### config.mk
export PLATFORM = sky130hd
export DESIGN_NAME = bram_port_arbiter
export DESIGN_NICKNAME = d
export VERILOG_FILES = /design/src/rtl/bram_port_arbiter.sv
export SDC_FILE = /design/constraint.sdc
export NUM_CORES = 1
export LEC_CHECK = 0
export ABC_AREA = 1
export CAP_MARGIN = 20
export CORE_AREA = 4 4 152 154
export DETAILED_ROUTE_END_ITERATION = 6
export DIE_AREA = 0 0 156 158
export GPL_ROUTABILITY_DRIVEN = 0
export HOLD_SLACK_MARGIN = 0.1
export PLACE_DENSITY = 0.62
export REMOVE_ABC_BUFFERS = 1
export SETUP_SLACK_MARGIN = 0.1
export SYNTH_ARGS = -nofsm -noshare
export SYNTH_HDL_FRONTEND = slang
export SYNTH_SLANG_ARGS = --single-unit
### constraint.sdc
create_clock -name clk_i -period 2.7 [get_ports clk_i]
set_input_delay 0.675 -clock clk_i [delete_from_list [all_inputs] [get_ports clk_i]]
set_output_delay 0.675 -clock clk_i [all_outputs]
set_load 0.01 [all_outputs]
### src/rtl/bram_port_arbiter.sv
// bram_port_arbiter
//
// Shares one single-ported BRAM port (1-cycle read latency) between NREQ
// requesters using round-robin arbitration, one access per cycle. Read data
// is routed back to the requester that was granted, with a one-cycle
// rvalid_o pulse. Writes get the same pulse with rdata_o = 0 as an ack.
//
// Optional feature (macro BRAM_ARB_LOCK_EN): adds lock_i. A winner that
// holds lock_i high at grant takes exclusive ownership of the port until
// lock_i of that owner drops; the pointer then resumes at owner+1.
//
// Ports:
//   clk_i, rst_ni        clock (rising edge), async active-low reset
//   req_i                per-requester request
//   lock_i               per-requester lock (BRAM_ARB_LOCK_EN only)
//   req_we_i             per-requester byte write enables, all-zero = read
//   req_addr_i           per-requester word address
//   req_wdata_i          per-requester write data
//   gnt_o                one-hot grant, same cycle as the accepted request
//   rvalid_o             one-hot response pulse, one cycle after grant
//   rdata_o              shared response data, qualified by rvalid_o
//   bram_*               BRAM port (en/we/addr/wrdata out, rddata in)
//   dbg_ptr_o            round-robin priority pointer
//   dbg_locked_o         1 while in LOCKED state (BRAM_ARB_LOCK_EN only)
//
// Handshake: a requester raises req_i[i] with its we/addr/wdata and holds
// all of them stable until it sees gnt_o[i]=1 in the same cycle; that cycle
// is the transfer. gnt_o only ever rises on a lane whose req_i is high, and
// at most one lane is granted per cycle.
module bram_port_arbiter #(
  parameter int NREQ       = 2,
  parameter int DATA_WIDTH = 64,
  parameter int ADDR_WIDTH = 16,
  localparam int BE_WIDTH  = DATA_WIDTH / 8,
  localparam int PTR_W     = (NREQ > 1) ? $clog2(NREQ) : 1
) (
  input  logic                       clk_i,
  input  logic                       rst_ni,
  input  logic [NREQ-1:0]            req_i,
`ifdef BRAM_ARB_LOCK_EN
  input  logic [NREQ-1:0]            lock_i,
`endif
  input  logic [NREQ*BE_WIDTH-1:0]   req_we_i,
  input  logic [NREQ*ADDR_WIDTH-1:0] req_addr_i,
  input  logic [NREQ*DATA_WIDTH-1:0] req_wdata_i,
  output logic [NREQ-1:0]            gnt_o,
  output logic [NREQ-1:0]            rvalid_o,
  output logic [DATA_WIDTH-1:0]      rdata_o,
  output logic                       bram_en_o,
  output logic [BE_WIDTH-1:0]        bram_we_o,
  output logic [ADDR_WIDTH-1:0]      bram_addr_o,
  output logic [DATA_WIDTH-1:0]      bram_wrdata_o,
  input  logic [DATA_WIDTH-1:0]      bram_rddata_i,
  output logic [PTR_W-1:0]           dbg_ptr_o
`ifdef BRAM_ARB_LOCK_EN
  ,
  output logic                       dbg_locked_o
`endif
);

  function automatic logic [PTR_W-1:0] ptr_inc(input logic [PTR_W-1:0] p);
    if (p == PTR_W'(NREQ - 1)) return '0;
    return p + 1'b1;
  endfunction

  // Unpacked views of the flat request buses.
  logic [BE_WIDTH-1:0]   we_arr    [NREQ];
  logic [ADDR_WIDTH-1:0] addr_arr  [NREQ];
  logic [DATA_WIDTH-1:0] wdata_arr [NREQ];

  always_comb begin
    for (int i = 0; i < NREQ; i++) begin
      we_arr[i]    = req_we_i[i*BE_WIDTH +: BE_WIDTH];
      addr_arr[i]  = req_addr_i[i*ADDR_WIDTH +: ADDR_WIDTH];
      wdata_arr[i] = req_wdata_i[i*DATA_WIDTH +: DATA_WIDTH];
    end
  end

  logic [PTR_W-1:0] ptr_q;

  // Response pipeline stage.
  logic             resp_valid_q;
  logic [PTR_W-1:0] resp_idx_q;
  logic             resp_read_q;

  // Last driven address/data, held on idle cycles.
  logic [ADDR_WIDTH-1:0] addr_q;
  logic [DATA_WIDTH-1:0] wdata_q;

`ifdef BRAM_ARB_LOCK_EN
  typedef enum logic {ST_RR, ST_LOCKED} lock_state_e;
  lock_state_e      state_q;
  logic [PTR_W-1:0] owner_q;
`endif

  // Round-robin search: scanning offsets from high to low leaves the
  // requester closest to the pointer as the final (winning) assignment.
  logic             rr_valid;
  logic [PTR_W-1:0] rr_idx;
  logic [PTR_W:0]   cand;

  always_comb begin
    rr_valid = 1'b0;
    rr_idx   = '0;
    cand     = '0;
    for (int k = NREQ - 1; k >= 0; k--) begin
      cand = {1'b0, ptr_q} + (PTR_W+1)'(k);
      if (cand >= (PTR_W+1)'(NREQ)) cand = cand - (PTR_W+1)'(NREQ);
      if (req_i[cand[PTR_W-1:0]]) begin
        rr_valid = 1'b1;
        rr_idx   = cand[PTR_W-1:0];
      end
    end
  end

  logic                  win_valid;
  logic [PTR_W-1:0]      win_idx;
  logic [BE_WIDTH-1:0]   win_we;
  logic [ADDR_WIDTH-1:0] win_addr;
  logic [DATA_WIDTH-1:0] win_wdata;

  always_comb begin
    win_valid = rr_valid;
    win_idx   = rr_idx;
`ifdef BRAM_ARB_LOCK_EN
    if (state_q == ST_LOCKED) begin
      win_valid = req_i[owner_q];
      win_idx   = owner_q;
    end
`endif
    // Grants are combinational, so they must be forced off during reset.
    if (!rst_ni) win_valid = 1'b0;
    win_we    = we_arr[win_idx];
    win_addr  = addr_arr[win_idx];
    win_wdata = wdata_arr[win_idx];
  end

  always_comb begin
    gnt_o    = '0;
    rvalid_o = '0;
    for (int i = 0; i < NREQ; i++) begin
      gnt_o[i]    = win_valid && (win_idx == PTR_W'(i));
      rvalid_o[i] = resp_valid_q && (resp_idx_q == PTR_W'(i));
    end
  end

  assign bram_en_o     = win_valid;
  assign bram_we_o     = win_valid ? win_we : '0;
  assign bram_addr_o   = win_valid ? win_addr : addr_q;
  assign bram_wrdata_o = win_valid ? win_wdata : wdata_q;

  // Write acks return zero; reads pass the BRAM output through.
  assign rdata_o   = (resp_valid_q && resp_read_q) ? bram_rddata_i : '0;
  assign dbg_ptr_o = ptr_q;
`ifdef BRAM_ARB_LOCK_EN
  assign dbg_locked_o = (state_q == ST_LOCKED);
`endif

  always_ff @(posedge clk_i or negedge rst_ni) begin
    if (!rst_ni) begin
      ptr_q        <= '0;
      resp_valid_q <= 1'b0;
      resp_idx_q   <= '0;
      resp_read_q  <= 1'b0;
      addr_q       <= '0;
      wdata_q      <= '0;
`ifdef BRAM_ARB_LOCK_EN
      state_q      <= ST_RR;
      owner_q      <= '0;
`endif
    end else begin
      resp_valid_q <= win_valid;
      if (win_valid) begin
        resp_idx_q  <= win_idx;
        resp_read_q <= (win_we == '0);
        addr_q      <= win_addr;
        wdata_q     <= win_wdata;
      end
`ifdef BRAM_ARB_LOCK_EN
      case (state_q)
        ST_RR: begin
          if (win_valid) begin
            ptr_q <= ptr_inc(win_idx);
            if (lock_i[win_idx]) begin
              state_q <= ST_LOCKED;
              owner_q <= win_idx;
            end
          end
        end
        ST_LOCKED: begin
          // Pointer is frozen while locked; release resumes after the owner.
          if (!lock_i[owner_q]) begin
            state_q <= ST_RR;
            ptr_q   <= ptr_inc(owner_q);
          end
        end
        default: state_q <= ST_RR;
      endcase
`else
      if (win_valid) ptr_q <= ptr_inc(win_idx);
`endif
    end
  end

endmodule
==> results.sh <==
export IMPL_status="completed"
export IMPL_r2r_cells=19
export IMPL_ir_worst_vdd_mv=0.273
export IMPL_timing_rr_start="dbg_ptr_o$_DFFE_PN0P_"
export IMPL_critPathLaunchType="input port"
export IMPL_drt_first_pass_iters=4
export IMPL_fmax_mhz=381
export IMPL_cp_depth=13
export IMPL_setup_viol=0
export IMPL_routedWlPerCell_um=15.8
export IMPL_cpMostUsedCell="buf_6"
export IMPL_fp_dieH_um=158
export IMPL_fin_area_um2=9870
export IMPL_numCtsBuffers=9
export IMPL_antenna_found_initial=1
export IMPL_synthTopCellsByCount="nand2_1, dfrtp_1, inv_1"
export IMPL_drtAntennaViolNets=0
export IMPL_power_mw=4.37
export IMPL_hold_violations=0
export IMPL_timing_hold_ws_ns=0.446
export IMPL_root_buffer="clkbuf_16"
export IMPL_finalClockSkew_ns=0.0154
export IMPL_insertion_delay_ns=0.35
export IMPL_grt_max_degree=65
export IMPL_r2r_slack_ns=0.23
export IMPL_cts_buffer_depth=2
export IMPL_clk_pin_slew_ns=0.07
export IMPL_grt_overflow_total=0
export IMPL_io_buffers=401
export IMPL_synth_top_area_share_pct=46.0
export IMPL_worstMarginPinSlew_ns=0.848
export IMPL_dpl_cell_area_um2=9250
export IMPL_vias=5743
export IMPL_synth_seq_cells=84
export IMPL_grt_pass1_wl_mm=32.0
export IMPL_dp_hpwl_mm=16.8
export IMPL_rsz0062_at_grt="true"
export IMPL_yosysWarnings=0
export IMPL_dp_cells=1340
export IMPL_crit_type="in2out"
export IMPL_die_area_um2=24600
export IMPL_maxSlewViolCount=0
export IMPL_vias_per_cell=4.11
export IMPL_stdcell_count=1398
export IMPL_htree_num_levels=3
export IMPL_syn_inst=630
export IMPL_initial_core_util_pct=21.1
export IMPL_cp_arrival_ns=1.95
export IMPL_leakagePower_nw=4.97
export IMPL_synth_area_leaders="dfrtp_1, nand2_1, nand3_1, inv_1, nor2_1"
export IMPL_reg2reg_to="wdata_q[33]$_DFF_PN0_"
export IMPL_cts_sinks=84
export IMPL_ys_seq_area_share_pct=46.0
export IMPL_synthMostInstantiatedCell="nand2_1"
export IMPL_ios=402
export IMPL_path_cells="buf_6 -> nand2_4 -> nand2_4 -> buf_6 -> nand2_8 -> inv_12 -> buf_12 -> buf_8 -> buf_6 -> buf_4 -> nand2_2 -> nand3_2 -> buf_6"
export IMPL_cts_tree="yes"
export IMPL_critPathMaxStageDelay_ns=0.13
export IMPL_min_period_over_period_pct=97.2
export IMPL_cp_max_fo=7
export IMPL_syn_avg_cell_area_um2=7.25
export IMPL_cp_required_ns=2.03
export IMPL_ys_flop_type="dfrtp_1"
export IMPL_relSlewSlack_pct=43.5
export IMPL_synth_top_cell_by_area="dfrtp_1"
export IMPL_grt_total_usage_pct=16.9
export IMPL_fin_crit_ns=2.62
export IMPL_synthArstFlopShare_pct=100
export IMPL_cp_slowest_cell="buf_12"
export IMPL_initialDrtViolationCount=223
export IMPL_maxCapViolCount=0
export IMPL_endpoint_kind="output port"
export IMPL_wl_mm=22.1
export IMPL_min_path_type="in2async"
export IMPL_utilization_pct=45.5
export IMPL_hold_buffers=0
export IMPL_drc=0
export IMPL_synth_area_um2=4570
export IMPL_layout_drive_gt1_share_pct=21.7
export IMPL_crit_family="buffers and inverters"
export IMPL_fp_dieW_um=156
export IMPL_num_rows=54
export IMPL_area_growth_pct=116
export IMPL_synth_edf_count=0
export IMPL_critPathBufInv=8
export IMPL_cellPowerDensity_nw_per_um2=443
export IMPL_synth_distinct_cells=19
export IMPL_nets=1357
export IMPL_core_um2=21700
export IMPL_grt_pass1_vias=5724
==> area by class of cell <==
cell class,count,area (um^2)
diodes,1,2.50
clock buffers,10,229
clock inverters,5,85.1
fillers,2211,11800
inverters,82,325
multi-input cells,432,2020
flip-flops and latches,84,2100
well taps,280,350
repair buffers,502,4740
repair inverters,2,20.0
==> kinds of logic (layout without fill, tap and decap cells) <==
logic type | Yosys count | in the layout | share of synthesized area [%]
other cells | 0 | 1 | 0
simple gates | 426 | 426 | 40.9
buf+inv | 114 | 601 | 12.4
compound gates | 6 | 6 | 0.658
flops | 84 | 84 | 46.0
==> registers in the layout, summed over array words and instances, names as in the netlist <==
name,cells
resp_read_q,1
addr_q,16
resp_idx_q,1
resp_valid_q,1
wdata_q,64
dbg_ptr_o,1
==> how the worst max path moves through the flow <==
stage / start / end / slack [ns]
after global placement: req_i[1] / bram_wrdata_o[7] / -0.60
after detailed placement: req_i[1] / bram_wrdata_o[7] / -0.64
after CTS: dbg_ptr_o$_DFFE_PN0P_ / bram_wrdata_o[57] / 0.04
final: req_i[0] / bram_wrdata_o[57] / 0.08
after floorplan: req_i[0] / bram_addr_o[4] / 0.06
after global routing: dbg_ptr_o$_DFFE_PN0P_ / bram_wrdata_o[57] / 0.005
==> metrics by stage <==
| step | setup slack [ns] | TNS [ns] |
|---|---|---|
| after global routing | 0.00496 | 0 |
| final | 0.0768 | 0 |
| after floorplan | 0.0564 | 0 |
| after global placement | -0.604 | -45.82 |
| after CTS | 0.0373 | 0 |
| after detailed placement | -0.637 | -48.04 |
==> power by group <==
| part | internal (mW) | switching (mW) |
|---|---|---|
| Sequential | 1.44 | 0.0518 |
| Combinational | 0.844 | 0.663 |
| Clock | 0.812 | 0.557 |
| Total | 3.10 | 1.27 |
==> what timing repair did <==
action / in CTS / in global routing
gates resized for setup: 274 / 52
buffers inserted: 29 / 9
pin swaps: 4 / 6
setup endpoints to repair: 93 / 74
gates cloned: 4 / 0
==> metal layers <==
| layer | up-vias | wire [um] | GRT usage [%] |
|---|---|---|---|
| met5 | - | 0 | 0 |
| met4 | 0 | 708 | 6.42 |
| met3 | 42 | 2170 | 6.21 |
| met2 | 284 | 11300 | 30.7 |
| met1 | 2561 | 7970 | 17.9 |
| li1 | 2856 | - | - |
==> worst reg2reg max path, stage by stage (launching register included) <==
cell,delay [ns]
dfrtp_1,0.38
inv_2,0.06
nand2_4,0.07
nand2_4,0.05
buf_6,0.12
nand2_8,0.10
inv_12,0.06
buf_12,0.14
buf_8,0.13
buf_4,0.14
nand2_2,0.06
nand3_2,0.09
buf_4,0.14
buf_4,0.12
buf_4,0.12
buf_4,0.12
buf_4,0.12
buf_4,0.12
buf_4,0.12
buf_4,0.12
==> cells in the final DEF, fill, tap and decap left out, drive strengths merged <==
| master | synthesis | routed |
|---|---|---|
| buf | 26 | 147 |
| bufinv | 0 | 2 |
| clkbuf | 6 | 23 |
| clkdlybuf4s15 | 0 | 8 |
| clkdlybuf4s50 | 0 | 304 |
| clkinv | 0 | 2 |
| clkinvlp | 0 | 1 |
| dfrtp | 84 | 84 |
| diode | 0 | 1 |
| dlygate4sd2 | 0 | 27 |
| dlymetal6s2s | 0 | 3 |
| inv | 82 | 84 |
| nand2 | 265 | 265 |
| nand3 | 83 | 83 |
| nand3b | 1 | 1 |
| nor2 | 77 | 77 |
| o21ai | 6 | 6 |
Power figures use the tool's default switching activity.
